### src/rtl/divider_pkg.sv
// Shared definitions for the restoring divider: FSM encoding
// and the iteration counter sizing helper.
package divider_pkg;

    localparam logic [1:0] ST_IDLE = 2'd0;
    localparam logic [1:0] ST_RUN  = 2'd1;
    localparam logic [1:0] ST_FIN  = 2'd2;

    typedef enum logic [1:0] {
        IDLE = ST_IDLE,
        RUN  = ST_RUN,
        FIN  = ST_FIN
    } state_t;

    // Counter must hold the value WIDTH itself.
    function automatic int cnt_width(input int w);
        return $clog2(w + 1);
    endfunction

endpackage

### src/rtl/restoring_div_step.sv
// One restoring-division iteration: trial subtract of the
// divisor from the shifted partial remainder, restore on borrow.
module restoring_div_step #(
    parameter int WIDTH = 8
) (
    input  logic [WIDTH:0]   r_sh_i,
    input  logic [WIDTH-1:0] d_i,
    output logic [WIDTH:0]   r_o,
    output logic             q_o
);

    logic [WIDTH:0] diff;
    logic           no_borrow;

    // R' - D as R' + ~{0,D} + 1; carry-out set means R' >= D.
    ripple_carry_adder #(.WIDTH(WIDTH + 1)) u_sub (
        .a_i (r_sh_i),
        .b_i (~{1'b0, d_i}),
        .ci_i(1'b1),
        .s_o (diff),
        .co_o(no_borrow)
    );

    assign q_o = no_borrow;
    assign r_o = no_borrow ? diff : r_sh_i;

endmodule

### src/rtl/ripple_carry_adder.sv
// Plain ripple-carry adder built from full-adder cells,
// shared with the add/sub datapath.
module ripple_carry_adder #(
    parameter int WIDTH = 8
) (
    input  logic [WIDTH-1:0] a_i,
    input  logic [WIDTH-1:0] b_i,
    input  logic             ci_i,
    output logic [WIDTH-1:0] s_o,
    output logic             co_o
);

    logic [WIDTH:0] c;

    assign c[0] = ci_i;

    for (genvar i = 0; i < WIDTH; i++) begin : g_fa
        assign s_o[i]   = a_i[i] ^ b_i[i] ^ c[i];
        assign c[i+1]   = (a_i[i] & b_i[i]) | (c[i] & (a_i[i] ^ b_i[i]));
    end

    assign co_o = c[WIDTH];

endmodule

### src/rtl/restoring_divider.sv
// Sequential unsigned restoring divider, one quotient bit per
// clock, behind a START/DONE handshake.
module restoring_divider
    import divider_pkg::*;
#(
    parameter int WIDTH = 8
) (
    input  logic             CLK,
    input  logic             RST,
    input  logic             START,
    input  logic [WIDTH-1:0] DIVIDEND,
    input  logic [WIDTH-1:0] DIVISOR,
    output logic             BUSY,
    output logic             DONE,
    output logic [WIDTH-1:0] QUOTIENT,
    output logic [WIDTH-1:0] REMAINDER,
    output logic             DIV_ZERO
);

    localparam int CW = cnt_width(WIDTH);

    state_t           state_q;
    logic [WIDTH:0]   r_q;
    logic [WIDTH-1:0] q_q;
    logic [WIDTH-1:0] d_q;
    logic [CW-1:0]    cnt_q;
    logic             dz_q;
    logic             busy_q;
    logic             done_q;
    logic [WIDTH-1:0] quo_q;
    logic [WIDTH-1:0] rem_q;
    logic             divz_q;

    logic [WIDTH:0]   r_sh;
    logic [WIDTH:0]   r_d;
    logic             qbit_d;

    assign r_sh = {r_q[WIDTH-1:0], q_q[WIDTH-1]};

    restoring_div_step #(.WIDTH(WIDTH)) u_step (
        .r_sh_i(r_sh),
        .d_i   (d_q),
        .r_o   (r_d),
        .q_o   (qbit_d)
    );

    // Control FSM, iteration datapath and registered outputs.
    // BUSY/DONE follow the state one cycle late, so they are
    // never high together.
    always_ff @(posedge CLK or posedge RST) begin
        if (RST) begin
            state_q <= IDLE;
            r_q     <= '0;
            q_q     <= '0;
            d_q     <= '0;
            cnt_q   <= '0;
            dz_q    <= 1'b0;
            busy_q  <= 1'b0;
            done_q  <= 1'b0;
            quo_q   <= '0;
            rem_q   <= '0;
            divz_q  <= 1'b0;
        end else begin
            busy_q <= (state_q == RUN);
            done_q <= (state_q == FIN);
            unique case (state_q)
                RUN: begin
                    r_q   <= r_d;
                    q_q   <= {q_q[WIDTH-2:0], qbit_d};
                    cnt_q <= cnt_q - 1'b1;
                    if (cnt_q == CW'(1)) state_q <= FIN;
                end
                FIN: begin
                    quo_q   <= q_q;
                    rem_q   <= r_q[WIDTH-1:0];
                    divz_q  <= dz_q;
                    state_q <= IDLE;
                end
                default: state_q <= IDLE;
            endcase
            if (START && state_q != RUN) begin
                if (state_q == IDLE) divz_q <= 1'b0;
                d_q   <= DIVISOR;
                cnt_q <= CW'(WIDTH);
                if (DIVISOR == '0) begin
                    r_q     <= {1'b0, DIVIDEND};
                    q_q     <= '1;
                    dz_q    <= 1'b1;
                    state_q <= FIN;
                end else begin
                    r_q     <= '0;
                    q_q     <= DIVIDEND;
                    dz_q    <= 1'b0;
                    state_q <= RUN;
                end
            end
        end
    end

    assign BUSY      = busy_q;
    assign DONE      = done_q;
    assign QUOTIENT  = quo_q;
    assign REMAINDER = rem_q;
    assign DIV_ZERO  = divz_q;

endmodule

### config.mk
export PLATFORM = sky130hd
export DESIGN_NAME = restoring_divider
export DESIGN_NICKNAME = d
export VERILOG_FILES = /design/src/rtl/divider_pkg.sv /design/src/rtl/restoring_div_step.sv /design/src/rtl/ripple_carry_adder.sv /design/src/rtl/restoring_divider.sv
export SDC_FILE = /design/constraint.sdc
export NUM_CORES = 1
export LEC_CHECK = 0
export CORE_UTILIZATION = 47
export DETAILED_ROUTE_END_ITERATION = 8
export PLACE_DENSITY = 0.72
export SYNTH_ARGS = -nofsm -noshare
export SYNTH_HDL_FRONTEND = slang
export SYNTH_SLANG_ARGS = --single-unit
### constraint.sdc
create_clock -name CLK -period 6.2 [get_ports CLK]
set_clock_uncertainty 0.15 [all_clocks]
set_input_delay 0.62 -clock CLK [delete_from_list [all_inputs] [get_ports CLK]]
set_output_delay 0.62 -clock CLK [all_outputs]
set_load 0.02 [all_outputs]
==> impl_metrics.yaml, run 1 <==
power_and_ir_drop:
  vdd_drop_max_mv: 0.239
  total_leakage_power_nw: 1.27
  p_sw_uw: 576
  swShare: 0.379
  internal-power_uw: 945
  seqPwrFrac: 0.380
  p_total_mw: 1.52
  p_comb_frac: 0.475
  power.density_nw_per_um2: 536
  p_clk_frac: 0.146
finish:
  drive_gt1_frac: 0.121
  fillers: 449
  area_delta_synth_final_pct: 22.2
  register_area_um2: 1250
  nets: 284
  num_antenna_cells: 0
  layout.cells.non_filler: 323
  multi_input_area_um2: 962
worst_setup_path:
  critPathKind: "register to register"
  r2r-end: "r_q[5]$_DFFE_PP0P_"
  cp-end-kind: "register"
  cp-startpoint: "q_q[7]$_DFFE_PP0P_"
  cp-endpoint: "r_q[5]$_DFFE_PP0P_"
  critPathLaunchType: "register"
  worstRegToRegCells: 15
  r2r_start: "q_q[7]$_DFFE_PP0P_"
  reg2reg_slack_ns: 2.07
  cp.arrival_ns: 4.17
  crit_path_max_fanout: 15
  worstPathRequired_ns: 6.24
placement:
  place_congestion: 0.894
  hpwl_mm: 3.13
  dp_cells: 315
  post-place-ws_ns: 2.09
  io_buffers: 37
yosys:
  synth_cell_types: 33
  synth_top_area_share: 0.538
  ys_ff_latch: 50
  ys_warn_count: 0
  netlist_instances: 221
  synth_edf_count: 0
  ys_top_cells_by_area: "dfrtp_1 54%, nand2_1 7.1%, fa_1 6.0%"
  synth_seq_area_share: 0.538
  yosys.area.top_type: "dfrtp_1"
  async_flop_share: 1.00
  ys.flop_type: "dfrtp_1"
  synth_area_um2: 2320
  synth_common_cells: "50 x dfrtp_1, 44 x nand2_1, 20 x o21ai_0"
  yosysMostFrequentCell: "dfrtp_1"
  syn_avg_cell_area_um2: 10.5
  syn-num-nets: 250
cts:
  cts_resized: 0
  clock_sinks: 50
  cts-buffers-inserted: 5
  worstSkewPairLatency_ns: 0.30
  cts_setup_buffers: 0
  cts_tree: "yes"
  h-tree-depth: 2
  clk_path_buf_depth: 2
  clockRootBuffer: "clkbuf_8"
  clkSlewWorstSetupHoldPaths_ns: 0.09
  ctsHoldBuffers: 0
drt:
  vias_per_cell: 5.15
  drc: 0
  wl_per_cell_um: 13.6
  first_pass_iters: 4
  vias: 1664
  routed_wl_mm: 4.38
  ant_nets: 0
  drt-initial-drc-count: 81
sta:
  rsz0062_at_grt: "false"
  min_period_ns: 4.13
  setup_ws_ns: 2.07
  setup_violations: 0
  relSlewSlack: 0.332
  setup_tns_ns: 0
  worst_pin_slew_ns: 1.00
  slew_viol_final: 0
  max_freq_ghz: 0.242
  hold_viol: 0
  finalCritPeriodShare: 0.666
  timing.hold.ws_ns: 0.330
global_route:
  grt_use_met3: 0.0403
  grt_max_degree: 51
  use_met1: 0.268
  grt_overflow: 0
  grt_usage: 0.195
  grt_pass1_wl_mm: 7.69
  busiest_layer: "met2"
  grt_util_met2: 0.293
  antenna_found_initial: 0
  first_global_vias: 1591
flow_run:
  drv_cap: 0
hold_path:
  min_path_type: "register to register"
floorplan:
  ios: 38
  die_h_um: 72.3
  rows: 25
  start_util: 0.489
  dieArea_um2: 5230
  core_um2: 4750
  die_x_um: 72.3
run_status:
  status: "finished, final reports clean"
## final cells by class
type,instances,share of cell area
Clock inverter,3,0.0141
Tap cell,67,0.0295
Clock buffer,5,0.0242
Inverter,17,0.0225
Sequential cell,50,0.441
Timing Repair Buffer,37,0.130
Multi-Input combinational cell,144,0.339
## per-layer routing
| layer | part of all wire | up-vias | wire length [um] |
|---|---|---|---|
| met2 | 0.43 | 48 | 1910 |
| met3 | 0.041 | 12 | 181 |
| met1 | 0.49 | 789 | 2170 |
| met5 | 0 | - | 0 |
| li1 | - | 815 | - |
| met4 | 0.030 | 0 | 131 |
## how the worst min path moves through the flow
| stage | from | endpoint | slack [ns] | cells after the start |
|---|---|---|---|---|
| 6_report | REMAINDER[2]$_DFFE_PP0P_ | REMAINDER[2]$_DFFE_PP0P_ | 0.33 | 2 |
| 5_1_grt | cnt_q[3]$_DFFE_PP0P_ | cnt_q[3]$_DFFE_PP0P_ | 0.37 | 1 |
| 4_1_cts | REMAINDER[2]$_DFFE_PP0P_ | REMAINDER[2]$_DFFE_PP0P_ | 0.34 | 2 |
| 3_5_place_dp | REMAINDER[2]$_DFFE_PP0P_ | REMAINDER[2]$_DFFE_PP0P_ | 0.32 | 2 |
| 3_3_place_gp | REMAINDER[5]$_DFFE_PP0P_ | REMAINDER[5]$_DFFE_PP0P_ | 0.31 | 2 |
| 2_1_floorplan | cnt_q[3]$_DFFE_PP0P_ | cnt_q[3]$_DFFE_PP0P_ | 0.30 | 1 |
## flip-flops by register name (all words and copies together) (netlist names), 2 cells and up
register	cells
QUOTIENT	8
cnt_q	4
q_q	8
state_q	2
d_q	8
r_q	8
REMAINDER	8
## worst max-delay path, stage by stage (launching register included)
cell and delay [ns]:
dfrtp_1 0.37, inv_1 0.06, ha_1 0.20, fa_1 0.38, fa_1 0.39, fa_1 0.38
fa_1 0.36, inv_1 0.07, fa_1 0.16, inv_1 0.05, fa_1 0.35, inv_1 0.07
fa_1 0.19, nor2_1 0.19, mux2_2 0.32, a221o_2 0.33
## per-stage QoR
| stage | util | area (um^2) |
|---|---|---|
| 2_1_floorplan | - | 2320 |
| 3_3_place_gp | 0.574 | 2730 |
| 3_5_place_dp | 0.574 | 2730 |
| 4_1_cts | 0.597 | 2840 |
| 6_report | 0.597 | 2840 |
| 5_1_grt | 0.597 | 2840 |
## cell usage in the layout (no fill, tap or decap)
cell	count
a21boi_1	1
nor4_1	1
clkinv_1	1
inv_1	15
o22ai_1	1
bufinv_16	1
inv_2	1
o21ai_0	20
ha_1	3
dfrtp_1	50
nand2_1	44
o21ai_1	7
nor2_1	11
nor3b_1	3
nand3_1	1
clkbuf_8	5
a21o_1	1
nor2_2	1
o211ai_4	1
clkinv_2	2
nand2b_1	2
nor3_4	1
fa_1	7
and2_1	1
a221o_1	3
a21o_2	1
nor3_1	6
mux2_2	11
a21oi_1	8
clkdlybuf4s50_1	37
a22oi_1	1
or4_4	2
a221o_2	5
or3_1	1
## power groups by stage
stage	logic, mW	registers [mW]	clock network (mW)
6_report	0.722	0.577	0.222
5_1_grt	0.832	0.598	0.239
4_1_cts	0.731	0.578	0.229
3_5_place_dp	0.731	0.584	0
3_3_place_gp	0.712	0.579	0
2_1_floorplan	0.465	0.628	0
## kinds of logic (layout without fill, tap and decap cells)
| family | count (synthesis) | count (layout) | synth area share |
|---|---|---|---|
| simple gates | 74 | 74 | 0.146 |
| flops | 50 | 50 | 0.538 |
| compound gates | 49 | 49 | 0.138 |
| buf+inv | 27 | 62 | 0.0479 |
| mux | 11 | 11 | 0.0533 |
| fa+ha+maj | 10 | 10 | 0.0764 |
Power figures use the tool's default switching activity.
==> inputs of run 2 (changes only) <==
==> constraint.sdc (replaced) <==
create_clock -name CLK -period 4.31 [get_ports CLK]
set_clock_uncertainty 0.15 [all_clocks]
set_input_delay 0.431 -clock CLK [delete_from_list [all_inputs] [get_ports CLK]]
set_output_delay 0.431 -clock CLK [all_outputs]
set_load 0.02 [all_outputs]
==> run 2 against run 1 <==
  * Combinational power grew 50%
  * Design area is 0.53% higher
  * Count of clock-buffer cells in the layout unchanged
  * Cell count grew 0.31%
  * Hold slack better by 0.0018 ns
  * Wire length grew 2.1%
  * Non-clock buffer count grew 1
  * Sequential share of layout area down 0.23 points
==> impl_metrics.yaml, run 2 (synthesis gave the netlist of run 1 again) <==
worst_setup_path:
  cp-startpoint: "q_q[7]$_DFFE_PP0P_"
  r2r_start: "q_q[7]$_DFFE_PP0P_"
  cp.arrival_ns: 4.13
  r2r-end: "r_q[0]$_DFFE_PP0P_"
  cp-endpoint: "r_q[0]$_DFFE_PP0P_"
  crit_path_max_fanout: 11
  cp-end-kind: "register"
  worstRegToRegCells: 17
  reg2reg_slack_ns: 0.23
  critPathKind: "register to register"
  critPathLaunchType: "register"
  worstPathRequired_ns: 4.36
placement:
  placed_area_um2: 2740
  io_buffers: 37
  place_congestion: 0.915
  post-place-ws_ns: 0.201
  hpwl_mm: 3.19
global_route:
  grt_usage: 0.191
  grt_use_met3: 0.0472
  grt_pass1_wl_mm: 7.40
  grt_max_degree: 51
  grt_overflow: 0
  first_global_vias: 1502
  use_met1: 0.272
  antenna_found_initial: 0
  busiest_layer: "met2"
  grt_util_met2: 0.276
drt:
  wl_per_cell_um: 13.8
  vias: 1682
  first_pass_iters: 4
  drt-initial-drc-count: 98
  vias_per_cell: 5.19
  ant_nets: 0
  drc: 0
  routed_wl_mm: 4.47
floorplan:
  core_um2: 4750
  die_x_um: 72.3
  rows: 25
  die_h_um: 72.3
  ios: 38
  dieArea_um2: 5230
  start_util: 0.489
finish:
  num_antenna_cells: 0
  area_delta_synth_final_pct: 22.8
  layout_common_cells: "50 x dfrtp_1, 44 x nand2_1, 37 x clkdlybuf4s50_1"
  fin_util: 0.601
  layout_commonest_cell: "dfrtp_1"
  postLayoutCellArea_um2: 2860
  nets: 285
  drive_gt1_frac: 0.128
sta:
  worst_pin_slew_ns: 1.03
  setup_violations: 0
  relSlewSlack: 0.316
  rsz0062_at_grt: "false"
  hold_viol: 0
  min_period_ns: 4.08
  setup_tns_ns: 0
  setup_ws_ns: 0.226
  slew_viol_final: 0
  finalCritPeriodShare: 0.948
  max_freq_ghz: 0.245
cts:
  worstSkewPairLatency_ns: 0.31
  h-tree-depth: 2
  cts_resized: 0
  clk_path_buf_depth: 2
  cts_tree: "yes"
  cts_setup_buffers: 0
  cts-buffers-inserted: 5
  ctsHoldBuffers: 0
  clock_sinks: 50
  clkSlewWorstSetupHoldPaths_ns: 0.09
  clockRootBuffer: "clkbuf_8"
power_and_ir_drop:
  power.density_nw_per_um2: 787
  vdd_drop_max_mv: 0.384
  total_leakage_power_nw: 1.27
run_status:
  status: "finished, final reports clean"
hold_path:
  hold_path_depth: 2
  min_path_type: "register to register"
flow_run:
  drv_cap: 0
[run 2: cell count changes in the layout (fill, tap and decap cells not counted), sizes merged]
cell	previous run	this run
clkinvlp	0	2
buf	0	1
clkinv	3	1
[run 2: worst min-delay path by stage]
stage                                   startpoint                       end  slack, ns
final                     REMAINDER[3]$_DFFE_PP0P_  REMAINDER[3]$_DFFE_PP0P_       0.33
after global routing          cnt_q[3]$_DFFE_PP0P_      cnt_q[3]$_DFFE_PP0P_       0.35
after CTS                     cnt_q[3]$_DFFE_PP0P_      cnt_q[3]$_DFFE_PP0P_       0.34
after detailed placement  REMAINDER[5]$_DFFE_PP0P_  REMAINDER[5]$_DFFE_PP0P_       0.32
after global placement    REMAINDER[2]$_DFFE_PP0P_  REMAINDER[2]$_DFFE_PP0P_       0.31
after floorplan               cnt_q[3]$_DFFE_PP0P_      cnt_q[3]$_DFFE_PP0P_       0.30
[run 2: area by class of cell]
type,instances,area (um^2)
Inverter,17,63.8
Multi-Input combinational cell,144,965
Clock inverter,3,45.0
Fill cell,430,1900
Clock buffer,5,68.8
Sequential cell,50,1250
Tap cell,67,83.8
Timing Repair Buffer,38,378
[run 2: routing by layer]
layer  vias up  share of wire
met4         0          0.025
li1        813              -
met1       797           0.48
met2        61           0.44
met3        11          0.053
met5         -              0
[run 2: per-stage QoR]
stage,hold WS [ns],cells,total power [mW]
after floorplan,0.296,221,1.57
after global placement,0.311,316,1.89
after detailed placement,0.319,316,1.92
after CTS,0.337,324,2.26
after global routing,0.355,324,2.43
final,0.332,324,2.25
[run 2: where the power goes]
group / switching, mW / internal (mW) / total (mW)
Combinational: 0.563 / 0.521 / 1.08
Clock: 0.160 / 0.173 / 0.333
Sequential: 0.140 / 0.691 / 0.831
Total: 0.863 / 1.38 / 2.25
[run 2: worst max-delay path, stage by stage (launching register included)]
cell	delay (ns)
dfrtp_1	0.37
inv_1	0.06
ha_1	0.21
fa_1	0.38
fa_1	0.39
fa_1	0.38
fa_1	0.36
inv_1	0.07
fa_1	0.15
inv_1	0.05
fa_1	0.35
inv_1	0.08
fa_1	0.21
nor2_2	0.10
buf_4	0.16
nand2_1	0.05
o21ai_0	0.08
a221o_1	0.36
